**src/rtl/tiny_nn_pkg.sv**
```systemverilog
// Shared numeric types for the tiny-nn datapath: a half-precision style fp_t
// with no subnormals, plus the special-value constants and classifiers.
package tiny_nn_pkg;

    localparam int FPExpWidth  = 5;
    localparam int FPMantWidth = 10;
    localparam int FPExpBias   = 2**(FPExpWidth-1) - 1;

    typedef struct packed {
        logic                   sgn;
        logic [FPExpWidth-1:0]  exp;
        logic [FPMantWidth-1:0] mant;
    } fp_t;

    localparam fp_t FPZero   = '{sgn: 1'b0, exp: '0, mant: '0};
    localparam fp_t FPPosInf = '{sgn: 1'b0, exp: '1, mant: '0};
    localparam fp_t FPNegInf = '{sgn: 1'b1, exp: '1, mant: '0};
    localparam fp_t FPStdNaN = '{sgn: 1'b0, exp: '1, mant: {1'b1, {(FPMantWidth-1){1'b0}}}};

    typedef enum logic [1:0] {
        ST_IDLE,
        ST_DIV,
        ST_DONE
    } div_state_t;

    function automatic logic is_nan(input fp_t x);
        return (x.exp == '1) && (x.mant != '0);
    endfunction

    function automatic logic is_inf(input fp_t x);
        return (x.exp == '1) && (x.mant == '0);
    endfunction

    function automatic logic is_zero(input fp_t x);
        return (x.exp == '0) && (x.mant == '0);
    endfunction

endpackage

```
**src/rtl/fp_div_step.sv**
```systemverilog
// Combinational restoring-division step producing BitsPerCycle quotient bits,
// MSB first, from the current partial remainder and the divisor.
module fp_div_step
    import tiny_nn_pkg::*;
#(
    parameter int BitsPerCycle = 1,
    parameter int RW           = FPMantWidth + 2
) (
    input  logic [RW-1:0]           i_rem,
    input  logic [RW-1:0]           i_div,
    output logic [RW-1:0]           o_rem,
    output logic [BitsPerCycle-1:0] o_q
);

    logic [RW-1:0] w_rem [BitsPerCycle+1];

    assign w_rem[0] = i_rem;

    genvar gi;
    generate
        for (gi = 0; gi < BitsPerCycle; gi++) begin : g_bit
            logic          w_ge;
            logic [RW-1:0] w_diff;
            assign w_ge   = (w_rem[gi] >= i_div);
            assign w_diff = w_ge ? (w_rem[gi] - i_div) : w_rem[gi];
            // w_diff < divisor < 2^(RW-1), so the shift never loses a set bit
            assign w_rem[gi+1] = w_diff << 1;
            assign o_q[BitsPerCycle-1-gi] = w_ge;
        end
    endgenerate

    assign o_rem = w_rem[BitsPerCycle];

endmodule

```
**src/rtl/fp_div.sv**
```systemverilog
// Iterative restoring floating-point divider (truncating, flush-to-zero,
// saturate-to-Inf) with valid/ready handshakes on input and output.
module fp_div
    import tiny_nn_pkg::*;
#(
    parameter int BitsPerCycle = 1
) (
    input  logic clk_i,
    input  logic rst_ni,
    input  logic in_valid_i,
    output logic in_ready_o,
    input  fp_t  op_a_i,
    input  fp_t  op_b_i,
    output logic out_valid_o,
    input  logic out_ready_i,
    output fp_t  result_o
);

    localparam int QW    = FPMantWidth + 2;
    localparam int ITERS = QW / BitsPerCycle;
    localparam int CW    = (ITERS > 1) ? $clog2(ITERS) : 1;
    localparam int EW2   = FPExpWidth + 2;
    localparam logic signed [EW2-1:0] EXP_BIAS = EW2'(FPExpBias);
    localparam logic signed [EW2-1:0] EXP_MAX  = EW2'((2**FPExpWidth) - 1);

    div_state_t                r_state;
    logic                      r_in_ready;
    logic                      r_out_valid;
    fp_t                       r_result;
    logic [QW-1:0]             r_rem;
    logic [QW-1:0]             r_divisor;
    logic [QW-BitsPerCycle-1:0] r_quot;
    logic [CW-1:0]             r_cnt;
    logic signed [EW2-1:0]     r_exp;
    logic                      r_sgn;

    logic [QW-1:0]             w_rem_next;
    logic [BitsPerCycle-1:0]   w_q_bits;
    logic [QW-1:0]             w_quot_next;
    logic                      w_norm;
    logic [FPMantWidth-1:0]    w_mant;
    logic signed [EW2-1:0]     w_exp_fin;
    fp_t                       w_packed;
    logic                      w_special;
    fp_t                       w_special_res;
    logic                      w_sgn_in;

    fp_div_step #(
        .BitsPerCycle (BitsPerCycle),
        .RW           (QW)
    ) u_step (
        .i_rem (r_rem),
        .i_div (r_divisor),
        .o_rem (w_rem_next),
        .o_q   (w_q_bits)
    );

    assign w_sgn_in    = op_a_i.sgn ^ op_b_i.sgn;
    assign w_quot_next = {r_quot, w_q_bits};
    // Quotient lies in (0.5, 2): a clear top bit means one extra left shift
    assign w_norm      = ~w_quot_next[QW-1];
    assign w_mant      = w_quot_next[QW-1] ? w_quot_next[QW-2:1] : w_quot_next[QW-3:0];
    assign w_exp_fin   = r_exp - $signed({{(EW2-1){1'b0}}, w_norm});

    always_comb begin
        w_packed = '{sgn: r_sgn, exp: w_exp_fin[FPExpWidth-1:0], mant: w_mant};
        if (w_exp_fin <= 0) begin
            w_packed = FPZero;
        end else if (w_exp_fin >= EXP_MAX) begin
            w_packed = r_sgn ? FPNegInf : FPPosInf;
        end
    end

    always_comb begin
        w_special     = 1'b1;
        w_special_res = FPZero;
        if (is_nan(op_a_i) || is_nan(op_b_i) ||
            (is_zero(op_a_i) && is_zero(op_b_i)) ||
            (is_inf(op_a_i) && is_inf(op_b_i))) begin
            w_special_res = FPStdNaN;
        end else if (is_zero(op_b_i) || is_inf(op_a_i)) begin
            w_special_res = w_sgn_in ? FPNegInf : FPPosInf;
        end else if (is_zero(op_a_i) || is_inf(op_b_i)) begin
            w_special_res = FPZero;
        end else begin
            w_special = 1'b0;
        end
    end

    always_ff @(posedge clk_i or negedge rst_ni) begin
        if (!rst_ni) begin
            r_state     <= ST_IDLE;
            r_in_ready  <= 1'b1;
            r_out_valid <= 1'b0;
            r_result    <= FPZero;
            r_rem       <= '0;
            r_divisor   <= '0;
            r_quot      <= '0;
            r_cnt       <= '0;
            r_exp       <= '0;
            r_sgn       <= 1'b0;
        end else begin
            case (r_state)
                ST_IDLE: begin
                    if (in_valid_i) begin
                        r_sgn      <= w_sgn_in;
                        r_exp      <= $signed({2'b00, op_a_i.exp}) - $signed({2'b00, op_b_i.exp}) + EXP_BIAS;
                        r_in_ready <= 1'b0;
                        if (w_special) begin
                            r_result    <= w_special_res;
                            r_out_valid <= 1'b1;
                            r_state     <= ST_DONE;
                        end else begin
                            r_rem     <= {2'b01, op_a_i.mant};
                            r_divisor <= {2'b01, op_b_i.mant};
                            r_quot    <= '0;
                            r_cnt     <= '0;
                            r_state   <= ST_DIV;
                        end
                    end
                end
                ST_DIV: begin
                    r_rem  <= w_rem_next;
                    r_quot <= w_quot_next[QW-BitsPerCycle-1:0];
                    r_cnt  <= r_cnt + 1'b1;
                    if (r_cnt == CW'(ITERS-1)) begin
                        r_result    <= w_packed;
                        r_out_valid <= 1'b1;
                        r_state     <= ST_DONE;
                    end
                end
                ST_DONE: begin
                    if (out_ready_i) begin
                        r_out_valid <= 1'b0;
                        r_in_ready  <= 1'b1;
                        r_state     <= ST_IDLE;
                    end
                end
                default: begin
                    r_out_valid <= 1'b0;
                    r_in_ready  <= 1'b1;
                    r_state     <= ST_IDLE;
                end
            endcase
        end
    end

    assign in_ready_o  = r_in_ready;
    assign out_valid_o = r_out_valid;
    assign result_o    = r_result;

endmodule
```
**config.mk**
```make
export PLATFORM = sky130hd
export DESIGN_NAME = fp_div
export DESIGN_NICKNAME = d
export VERILOG_FILES = /design/src/rtl/tiny_nn_pkg.sv /design/src/rtl/fp_div_step.sv /design/src/rtl/fp_div.sv
export SDC_FILE = /design/constraint.sdc
export NUM_CORES = 1
export LEC_CHECK = 0
export ABC_CLOCK_PERIOD_IN_PS = 8200
export CAP_MARGIN = 30
export CORE_ASPECT_RATIO = 1.75
export CORE_MARGIN = 2
export CORE_UTILIZATION = 25
export CTS_CLUSTER_SIZE = 16
export DETAILED_ROUTE_END_ITERATION = 12
export GPL_TIMING_DRIVEN = 0
export PLACE_DENSITY_LB_ADDON = 0.12
export SYNTH_ARGS = -nofsm -noshare
export SYNTH_HDL_FRONTEND = slang
export SYNTH_SLANG_ARGS = --single-unit
```
**constraint.sdc**
```tcl
create_clock -name clk_i -period 8.2 [get_ports clk_i]
set_clock_uncertainty 0.15 [all_clocks]
set_input_delay 1.64 -clock clk_i [delete_from_list [all_inputs] [get_ports clk_i]]
set_output_delay 1.64 -clock clk_i [all_outputs]
set_load 0.05 [all_outputs]
```
==> out/metrics.csv, run 1 <==
metric,value,unit
Non-Filler Instances,696,
relative slew slack,0.3654,
initial core utilization,0.2555,
Root Buffer,clkbuf_16,
WS Path Type,in2reg,
crit path DAT,4.04,ns
static leakage,2.164,nW
first-pass iteration count of the detailed router,4,
Netlist cell types,63,
dpl cells,680,
register area share after synthesis,0.4075,
"CTS clk-pin slew, worst paths",0.06,ns
Peak supply drop,0.0001779,V
fmax,0.2516,GHz
Cells after Synth,437,
final period utilization,0.4846,
GRT Total Usage,0.1384,
Worst setup EP type,register,
FILL cells,1680,
post-synth top area cell,dfrtp_1,
# DRC,0,
Worst EP required,8.26,ns
largest cells by area after synthesis,"dfrtp_1 40%, mux2i_1 6.4%, ha_1 6.2%",
clk sinks,66,
Ys Warns,0,
die area,17300,um2
gr ovfl total,0,
Port Buf Inserts,53,
final setup fails,0,
post_cts resized,0,
setup ws final,4.226,ns
Worst path slowest cell,or4_4,
final slew viol count,0,
async set-reset flop share out of synthesis,1.000,
antenna violations before repair,0,
DRT iter0 DRCs,126,
PwrDens,421.1,nW/um2
final setup TNS,0,ns
Seq cells post-synth,66,
num rows,61,
commonest cells in the netlist,"65 x dfrtp_1, 53 x nand2_1, 36 x o21ai_0",
Post-CTS Setup Bufs,0,
fin crit period,3.974,ns
htree depth,3,
CTS tree,built,
Multi-input gate area,2231,um2
"Cell Area, Synth",4056,um2
Num CTS Buffers,9,
commonest register cell after synthesis,dfrtp_1,
Hold/Removal Path Class,reg2reg,
outcome,"complete, no violations",
Wirelength per Cell,16.30,um
post-DP HPWL,8.966,mm
most common cell in the netlist,dfrtp_1,
Crit Path Max Fanout,10,
Top delay family on crit path,simple AND/OR/NAND/NOR gates,
placer congestion estimate,0.7737,
clk buf depth,2,
CP max stage delay,0.56,ns
Worst Tran Pin Value,0.9484,ns
Die Span Y,172.5,um
Die Wd,100.3,um
"EDFF count, synth",0,
global-route wire length before repair,18.45,mm
worst skew pair latency,0.33,ns
largest net degree at the start of global routing,50,
Placeable Area,15880,um2
share of layout cells above drive strength 1,0.07495,
unrepaired setup endpoints after global routing,false,
drt total wl,11.35,mm
synth-to-layout area growth,26.99,%
post-detailed-route count of antenna-violating nets,0,
DR vias/cell,4.973,
Syn Area/Cell,9.282,um2
Critical path buffers and inverters,3,
max-capacitance violation count,0,
Synth top area share,0.4010,
Top Ports,54,
critical path cell sequence,clkdlybuf4s50_1 -> or4_4 -> nor4_4 -> a211oi_1 -> a21oi_1 -> buf_2 -> buf_4 -> a22oi_1,
NumNets Final,560,
Hold Buf Count CTS,0,
register area,1653,um2
final count of hold timing violations,0,
Ant. Diodes,0,
Critical Path Source Type,primary input,
Mapped Nets,495,
total number of vias,3461,
worst slack at placement,3.874,ns
number of global-route vias before repair,3510,
path summary, 6_finish.rpt:
path / start / end / slack, ns / cells past startpoint
max in group asynchronous: rst_ni / in_ready_o / 6.26 / 2
worst min register to register: r_divisor[10] / r_divisor[10] / 0.30 / 2
worst min-delay path: r_divisor[10] / r_divisor[10] / 0.30 / 2
worst max-delay path: op_a_i[0] / r_rem[10] / 4.23 / 8
worst max register to register: r_rem[3] / r_rem[6] / 4.89 / 7
min in group asynchronous: rst_ni / r_rem[6] / 1.04 / 1
cells by family after synthesis:
kind of cell / Yosys count / synth area share
multiplexers: 28 / 0.06971
AND/OR/NAND/NOR: 140 / 0.1832
flip-flops: 66 / 0.4075
AO/OA/AOI/OAI: 123 / 0.1952
adder cells (fa/ha/maj): 22 / 0.07156
buffers and inverters: 44 / 0.04256
XOR/XNOR: 14 / 0.03023
metal layers:
metal,track usage,wire (um),up-vias
met5,0,0,-
met4,0.06963,426,0
met3,0.02275,380,22
met2,0.2520,6173,78
met1,0.1502,4364,1647
li1,-,-,1714
state kept, by name, indices dropped and copies added (netlist names):
| name | cells |
|---|---|
| r_sgn | 1 |
| in_ready_o | 1 |
| r_exp | 7 |
| r_quot | 11 |
| r_cnt | 4 |
| r_state | 2 |
| result_o | 16 |
| r_rem | 12 |
| r_divisor | 11 |
| out_valid_o | 1 |
worst register-to-register path: cells and delay by family, from the launching register on:
family	cells	cell delay, ns
adder cells (fa/ha/maj)	1	0.38
AO/OA/AOI/OAI	3	1.40
buffers and inverters	1	0.49
flip-flops	1	0.40
multiplexers	2	0.36
metrics by stage:
| stage | util | hold slack, ns | area, um2 | total power, mW |
|---|---|---|---|---|
| after floorplan | - | 0.2675 | 4056 | 1.425 |
| after global placement | 0.3038 | 0.2870 | 4823 | 1.768 |
| after detailed placement | 0.3054 | 0.2869 | 4848 | 1.786 |
| after CTS | 0.3245 | 0.3020 | 5151 | 2.193 |
| after global routing | 0.3245 | 0.3098 | 5151 | 2.351 |
| final | 0.3245 | 0.2974 | 5151 | 2.169 |
cell usage in the layout, fill, tap and decap left out, types with 3 or more instances in the layout:
cell type	instances
a211oi_1	3
a21o_1	3
a21oi_1	26
a221oi_1	3
a22o_1	12
a22oi_1	3
a31oi_1	4
and3_1	3
buf_2	3
clkbuf_1	10
clkbuf_16	9
clkdlybuf4s50_1	52
clkinvlp_4	4
dfrtp_1	65
ha_1	20
inv_1	29
mux2i_1	26
nand2_1	53
nand2b_1	9
nand3_1	9
nand4_1	8
nor2_1	26
nor2b_1	3
nor3_1	3
o21a_1	3
o21ai_0	36
o21ai_1	10
or3_1	5
or4_1	5
xnor2_1	9
xor2_1	5
where the power goes:
part / internal (mW) / switching, mW / leakage (nW) / total, mW
registers: 0.460 / 0.0960 / 0.836 / 0.557
clock network: 0.238 / 0.160 / 0.135 / 0.398
logic: 0.474 / 0.741 / 1.19 / 1.22
total: 1.17 / 0.997 / 2.16 / 2.17
area by class of cell:
type,instances,area share
repair buffers,54,0.1078
clock inverters,7,0.01506
multi-input cells,327,0.4331
well taps,189,0.04591
inverters,29,0.02113
flip-flops and latches,66,0.3209
plain buffers,15,0.01239
clock buffers,9,0.04372
No activity file was read; power rests on OpenSTA's default activity.
==> inputs of run 2 (changes only) <==
Settings changed: ABC_CLOCK_PERIOD_IN_PS 8200 to 4000.
Clock period 8.2 ns to 4 ns, I/O delays scaled along.
==> results of run 2 <==
Same layout as run 1 (identical final DEF). Status: complete, no violations.
Main changes from that run: setup slack after placement 3.874 ns -> 0.5135 ns; setup slack after layout 4.226 ns -> 0.6919 ns; hold slack 0.2974 ns -> 0.2009 ns; start point of the critical path op_a_i[0] -> r_rem[3]; end point of the critical path r_rem[10] -> r_rem[6]; register-to-register setup slack 4.89 ns -> 0.69 ns; total power 2.169 mW -> 4.447 mW; worst IR drop on VDD 0.0001779 V -> 0.0003647 V
